--- config.mk ---
export PLATFORM = sky130hd
export DESIGN_NAME = seq_mult
export DESIGN_NICKNAME = d
export VERILOG_FILES = /design/src/rtl/seq_mult.sv
export SDC_FILE = /design/constraint.sdc
export NUM_CORES = 1
export LEC_CHECK = 0
export BUFFER_PORTS_ARGS = -buffer_cell sky130_fd_sc_hd__buf_2
export CAP_MARGIN = 20
export CELL_PAD_IN_SITES_DETAIL_PLACEMENT = 0
export CELL_PAD_IN_SITES_GLOBAL_PLACEMENT = 1
export CORE_ASPECT_RATIO = 1.1
export CORE_MARGIN = 4
export CORE_UTILIZATION = 40
export DETAILED_ROUTE_END_ITERATION = 10
export GPL_TIMING_DRIVEN = 0
export PLACE_DENSITY_LB_ADDON = 0.1
export RECOVER_POWER = 25
export SETUP_SLACK_MARGIN = 0.15
export SYNTH_ARGS = -nofsm -noshare
export SYNTH_HDL_FRONTEND = slang
export SYNTH_SLANG_ARGS = --single-unit
--- constraint.sdc ---
create_clock -name clk -period 5.85 [get_ports clk]
set_clock_uncertainty 0.05 [all_clocks]
set_input_delay 1.17 -clock clk [delete_from_list [all_inputs] [get_ports clk]]
set_output_delay 1.17 -clock clk [all_outputs]
set_load 0.03 [all_outputs]
--- src/rtl/seq_mult.sv ---
// seq_mult: shift-add WIDTH x WIDTH multiplier, BPC multiplier bits per cycle, signed/unsigned per operation.
// Latency: N = WIDTH/BPC cycles from the accept edge to out_valid (fewer when SEQ_MULT_EARLY_TERM_EN is defined).
// Backpressure: one operation in flight; in_ready stays low until the product is taken; product/out_valid held while out_ready=0.
module seq_mult #(
    parameter int WIDTH = 16,
    parameter int BPC   = 1
) (
    input  logic               clk,
    input  logic               rst_n,
    input  logic               in_valid,
    output logic               in_ready,
    input  logic [WIDTH-1:0]   a,
    input  logic [WIDTH-1:0]   b,
    input  logic               signed_mode,
    output logic               out_valid,
    input  logic               out_ready,
    output logic [2*WIDTH-1:0] product
);

    localparam int N     = WIDTH / BPC;
    localparam int CNT_W = (N > 1) ? $clog2(N) : 1;
    localparam logic [CNT_W-1:0] LAST = CNT_W'(N - 1);

    if ((BPC != 1 && BPC != 2 && BPC != 4) || (WIDTH % BPC) != 0) begin : g_bad_cfg
        $error("seq_mult: BPC must be 1, 2 or 4 and must divide WIDTH");
    end

    typedef enum logic [1:0] {
        IDLE,
        CALC,
        DONE
    } state_t;

    state_t               state_q;
    state_t               state_d;
    logic [WIDTH-1:0]     ma_q;
    logic [WIDTH-1:0]     mb_q;
    logic                 neg_q;
    logic [2*WIDTH-1:0]   acc_q;
    logic [CNT_W-1:0]     cnt_q;
    logic [2*WIDTH-1:0]   product_q;

    logic                 accept;
    logic [WIDTH-1:0]     a_mag;
    logic [WIDTH-1:0]     b_mag;
    logic [2*WIDTH-1:0]   step;
    logic [2*WIDTH-1:0]   acc_next;
    logic [2*WIDTH-1:0]   result;
    logic [WIDTH-1:0]     mb_next;
    logic                 last_step;

    assign accept = in_valid & in_ready;

    // Magnitudes fit WIDTH bits unsigned, including -2^(WIDTH-1).
    assign a_mag = (signed_mode & a[WIDTH-1]) ? (~a + 1'b1) : a;
    assign b_mag = (signed_mode & b[WIDTH-1]) ? (~b + 1'b1) : b;

    assign step     = ({{WIDTH{1'b0}}, ma_q} * {{(2*WIDTH-BPC){1'b0}}, mb_q[BPC-1:0]})
                      << (32'(cnt_q) * BPC);
    assign acc_next = acc_q + step;
    assign result   = neg_q ? (~acc_next + 1'b1) : acc_next;
    assign mb_next  = mb_q >> BPC;

`ifdef SEQ_MULT_EARLY_TERM_EN
    // Once no multiplier bits remain the accumulator is final.
    assign last_step = (cnt_q == LAST) || (mb_next == '0);
`else
    assign last_step = (cnt_q == LAST);
`endif

    always_ff @(posedge clk or negedge rst_n) begin
        if (!rst_n) begin
            state_q <= IDLE;
        end else begin
            state_q <= state_d;
        end
    end

    always_comb begin
        state_d   = state_q;
        in_ready  = 1'b0;
        out_valid = 1'b0;
        unique case (state_q)
            IDLE: begin
                in_ready = 1'b1;
                if (in_valid) begin
                    state_d = CALC;
                end
            end
            CALC: begin
                if (last_step) begin
                    state_d = DONE;
                end
            end
            DONE: begin
                out_valid = 1'b1;
                if (out_ready) begin
                    state_d = IDLE;
                end
            end
            default: state_d = IDLE;
        endcase
    end

    always_ff @(posedge clk or negedge rst_n) begin
        if (!rst_n) begin
            ma_q      <= '0;
            mb_q      <= '0;
            neg_q     <= 1'b0;
            acc_q     <= '0;
            cnt_q     <= '0;
            product_q <= '0;
        end else if (accept) begin
            ma_q  <= a_mag;
            mb_q  <= b_mag;
            neg_q <= signed_mode & (a[WIDTH-1] ^ b[WIDTH-1]);
            acc_q <= '0;
            cnt_q <= '0;
        end else if (state_q == CALC) begin
            acc_q <= acc_next;
            mb_q  <= mb_next;
            cnt_q <= cnt_q + 1'b1;
            if (last_step) begin
                product_q <= result;
            end
        end
    end

    assign product = product_q;

endmodule

; Word-level counts from Yosys, hierarchy flattened
; Cells that the tools add are included.
; W data, S select, Z words.
[op_classes]
addsub = 5
mul = 1
eq_ne = 6
shifts = 1
n_mux = 15
bitwise = 9
reduce_logical = 4
[ops]
columns = op, n
row1 = $mux W32, 3
row2 = $mux W16, 4
row3 = $add A16 B1 Y16 const B, 2
row4 = $add A32 B1 Y32 const B, 1
row5 = $add A32 B32 Y32, 1
row6 = $not A16 Y16, 2
row7 = $not A32 Y32, 1
row8 = $shl A17 B4 Y32, 1
row9 = $mul A16 B1 Y17, 1
row10 = $mux W4, 2
row11 = $mux W2, 3
row12 = $ne A2 B2 Y1 const B, 3
row13 = $pmux W2 S3, 1
row14 = $reduce_and A3 Y1, 2
row15 = $add A4 B1 Y4 const B, 1
row16 = $and A1 B1 Y1, 4
row17 = $eq A4 B4 Y1 const B, 1
row18 = $eq A2 B1 Y1 const B, 1
row19 = $eq A2 B2 Y1 const B, 1
row20 = $logic_not A2 Y1, 1
row21 = $mux W1, 2
row22 = $reduce_bool A2 Y1, 1
row23 = $not A1 Y1, 1
row24 = $xor A1 B1 Y1, 1
[totals]
regBits = 103
output_inout_bits = 34

; Depth between registers and ports, before layout
[logic_depth]
ltp_word = 6
depth_mapped = 20
ltp_nobuf = 17

; Least setup slack after synthesis
; Ideal clock, no wire load.
[synth_timing]
path_kind = register -> register
start = reg cnt_q[0]
end = reg product_q[31], in the netlist product[31]
t_arrival_ns = 4.596
t_required_ns = 5.670
path_slack_ns = 1.074
stages_incl_launch_ff = 21
path_buffers = 3
synth_period_minus_slack_ns = 4.776
cell_sequence = dfrtp_1 -> clkbuf_1 -> clkbuf_1 -> mux2_2 -> nand3_1 -> o21ai_0 -> mux2i_1 -> nor2_1 -> a21o_1 -> ha_1 -> clkbuf_1 -> nand2_1 -> o21ai_1 -> o32ai_1 -> a31oi_1 -> a21oi_1 -> xor2_1 -> o2111ai_1 -> o41ai_2 -> xnor2_1 -> o21ai_1
[synth_between]
elab_chain_len = 5
[synth_lines]
columns = element, line
row1 = from (decl), 40  ; logic [CNT_W-1:0] cnt_q;
row2 = from (signal assigned), 122  ; cnt_q <= cnt_q + 1'b1;
row3 = $shl A17 B4 Y32, 58  ; assign step = ({{WIDTH{1'b0}}, ma_q} * {{(2*WIDTH-BPC){1'b0}}, mb_q[BPC-1:0]})
row4 = $add A32 B32 Y32, 60  ; assign acc_next = acc_q + step;
row5 = $not A32 Y32, 61  ; assign result = neg_q ? (~acc_next + 1'b1) : acc_next;
row6 = $add A32 B1 Y32, 61
row7 = $mux W32, 61
row8 = to (signal assigned), 124  ; product_q <= result;
row9 = to (decl), 41  ; logic [2*WIDTH-1:0] product_q;
; Several ways; a longest one is shown, not always the timed one.
; A chain may end at the register's enable or synchronous reset.

; Final worst setup path
; Same ends and word-level chain as after synthesis.

==> key figures <==
Drt
  • Via density: 5.47
  • Drc violations: 0
  • Via count: 7414
  • Initial DRC count: 329
  • Remaining antenna violation count after routing: 0
  • Drt first pass iters: 5
  • Routed wire length: 23500 um
  • WL/cell: 17.3 um

Clocking
  • CTS Sinks: 103
  • Post-CTS Hold Fix Bufs: 0
  • TritonCTS Buffers: 9
  • Clock transition at the registers of the reported paths: 0.08 ns
  • CTS root buffer: clkbuf_16
  • # Post-CTS Setup Buffers: 0
  • Worst-Skew Late Latency: 0.36 ns
  • Longest Clk Path Bufs: 2
  • TritonCTS clock tree: done
  • CTS HTree Levels: 3

Yosys
  • Post-synthesis compound-gate area fraction: 22.3%
  • Cell taking the most area after synthesis: dfrtp_1
  • Multiplexer area fraction after synthesis: 4.53%
  • Async SR Flop Fraction: 100%
  • Share of the synthesized area in the top cell type: 31.8%
  • Simple-Gate Fraction of Synth Area: 22.4%
  • Mean area per synthesized cell: 7.97 sq um
  • Adder-cell share of the synthesized area: 5.66%
  • Register area share after synthesis: 31.8%
  • Seq cells post-synth: 103
  • Post-Syn Area: 8100 sq um
  • Syn Inst Count: 1016
  • Post-Syn Nets: 1089
  • Most common cell in the netlist: nand2_1
  • Top_reg_cell synth: dfrtp_1
  • Number of enable flip-flop cells after synthesis: 0
  • Area contributors post-synth: dfrtp_1, nand2_1, o21ai_0
  • Synth cell count leaders: nand2_1, o21ai_0, dfrtp_1
  • Yosys cell types: 76
  • Yosys warnings: 0
  • Largest family of logic cells by synthesized area: simple AND/OR/NAND/NOR gates
  • Post-synthesis xor/xnor area fraction: 9.19%

Placed design
  • Placed insts: 1339
  • Detail Placement HPWL: 19000 um
  • Place WS: -0.252 ns
  • Placed Area: 8780 sq um
  • Final Wtd Congestion: 0.891
  • Port Buffers: 70

Finish
  • Layout cell share with drive strength beyond 1: 13.2%
  • Fill count: 2061
  • Footprint of the multi-input gates: 5240 sq um
  • Final design utilization: 46.2%
  • Final instance area: 9170 sq um
  • NumNets Final: 1171
  • Register area: 2580 sq um
  • N_diodes: 0
  • Layout area overhead: 13.2%
  • Final Non-Filler Cells: 1355

Power
  • PD cells: 662 nW/um^2
  • Switch share: 52.9%
  • Psw: 3.21 mW
  • Total power draw: 6.07 mW
  • Worst VDD drop: 0.229 mV
  • Clock network fraction of design power: 11.3%
  • Sequential power share: 19.9%
  • Logic pwr share: 68.7%
  • Leak: 4.01 nW
  • Internal power: 2.86 mW

Status
  • Status: finished, violations left
  • Failing checks: max-capacitance violations, max-slew violations

STA
  • Final hold slack: 0.426 ns
  • Slew Limit Fails: 62
  • Final Hold Violating Endpoints: 0
  • Setup-failing EPs final: 0
  • Final min period: 5.33 ns
  • Worst rel slew slack: -132%
  • Worst-Margin Slew: 3.48 ns
  • Fmax: 188 MHz
  • Setup ws final: 0.520 ns
  • RSZ-0062 raised after global routing: yes
  • Final Cycle Share: 91.1%
  • Setup TNS: 0 ns

Die
  • Row count: 54
  • Die width: 144 um
  • Starting Density: 40.8%
  • I/O pins: 71
  • Overall die height: 157 um
  • Core ar.: 19900 sq um
  • Die area: 22600 sq um

Setup path
  • CP startpoint kind: register
  • CP Capture Type: register
  • CP max-delay cell: a311oi_1
  • WS Path Type: register to register
  • Critical path required time: 6.02 ns
  • CP arrival: 5.50 ns
  • CP cell instances: clkbuf_2, clkbuf_2, mux2_2, nand2_1, o21ai_0, o21ai_0, nor2_1, ha_1, buf_2, a21oi_1, o211ai_1, nand4b_1, nand3b_1, a311oi_1, xor2_2, o211ai_1, o41ai_2, xnor2_1, o21ai_1
  • Crit path max fanout: 10
  • CP max stage delay: 0.45 ns

Min path
  • HP Class: register to register

GRT
  • Largest net degree at the start of global routing: 63
  • Initial antenna violation count: 0
  • GRT Residual Overflow: 0
  • Global-route wire length before repair: 38200 um
  • Global Route Usage Sum: 21.3%
  • Number of global-route vias before repair: 7316

Run
  • Max cap viols: 1
-- sequential cells by signal, indices dropped and copies added (netlist names) --
signal,flops
neg_q,1
product,32
ma_q,16
acc_q,32
mb_q,16
state_q,2
cnt_q,4
-- final timing paths --
kind / cells past startpoint / endpoint / from / slack [ns]
setup / recovery: 19 / product[31] / cnt_q[0] / 0.52
hold / removal: 2 / product[22] / product[22] / 0.43
setup reg to reg: 19 / product[31] / cnt_q[0] / 0.52
hold reg to reg: 2 / product[22] / product[22] / 0.43
max in group asynchronous: 1 / acc_q[20] / rst_n / 1.85
min in group asynchronous: 1 / product[4] / rst_n / 1.93
-- per-layer routing --
metal | GRT usage [%] | share of wire (%) | up-vias
met5 | 0 | 0 | -
met4 | 5.47 | 1.5 | 0
met3 | 1.85 | 3.5 | 20
met2 | 36.8 | 48 | 139
met1 | 28.6 | 47 | 3470
li1 | - | - | 3785
-- timing repair --
action / 4_1_cts / 5_1_grt
resized for setup: 4 / 11
hold endpoints to repair: 0 / 0
endpoints found under the setup margin: 9 / 12
pin swaps: 0 / 0
-- placed cells by master (no fill, tap or decap), types with 4 or more instances in the layout --
cell type and n:
nand2_1 180, o21ai_0 107, dfrtp_1 103, buf_2 77
nor2_1 75, nand3_1 59, xnor2_1 48, clkbuf_1 47
a21oi_1 37, ha_1 35, xor2_1 34, a31oi_1 25
o21ai_1 21, inv_1 17, o31ai_1 16, a21o_1 15
mux2i_1 13, mux2_2 11, and2_1 11, nor3_1 10
o211ai_1 9, or3_1 9, clkbuf_16 9, o22ai_1 8
nand4_1 7, and3_1 7, buf_1 6, nand2b_1 6
a211oi_1 6, clkbuf_2 5, mux4_2 5, or2_2 5
o21bai_1 4
-- cell families after synthesis --
family          count (synthesis)
simple gates                  394
compound gates                286
flops                         103
xor+xnor                       85
buf+inv                        83
fa+ha+maj                      36
mux                            29
-- cell type report --
class                      instances  area share, %
inverter                          18          0.737
clock inverter                     5          0.942
sequential                       103           28.1
multi-input combinational        830           57.2
tap                              252           3.44
buffer                            65           2.92
clock buffer                      11           2.65
timing repair buffer              71           4.03
-- worst max-delay path, delay by kind of cell, from the launching register on --
kind / cells / cell delay, ns
XOR/XNOR: 2 / 0.54
AND/OR/NAND/NOR: 4 / 0.56
AO/OA/AOI/OAI: 8 / 2.24
adder cells (fa/ha/maj): 1 / 0.29
buffers and inverters: 3 / 0.76
flip-flops: 1 / 0.36
multiplexers: 1 / 0.38
-- power groups by stage --
| stage | registers [mW] | clock network, mW | logic, mW |
|---|---|---|---|
| 2_1_floorplan | 1.35 | 0 | 2.93 |
| 3_3_place_gp | 1.21 | 0 | 4.09 |
| 3_5_place_dp | 1.22 | 0 | 4.11 |
| 4_1_cts | 1.21 | 0.705 | 4.14 |
| 5_1_grt | 1.25 | 0.734 | 4.65 |
| 6_report | 1.21 | 0.689 | 4.17 |
(Power assumes the default switching activity.)
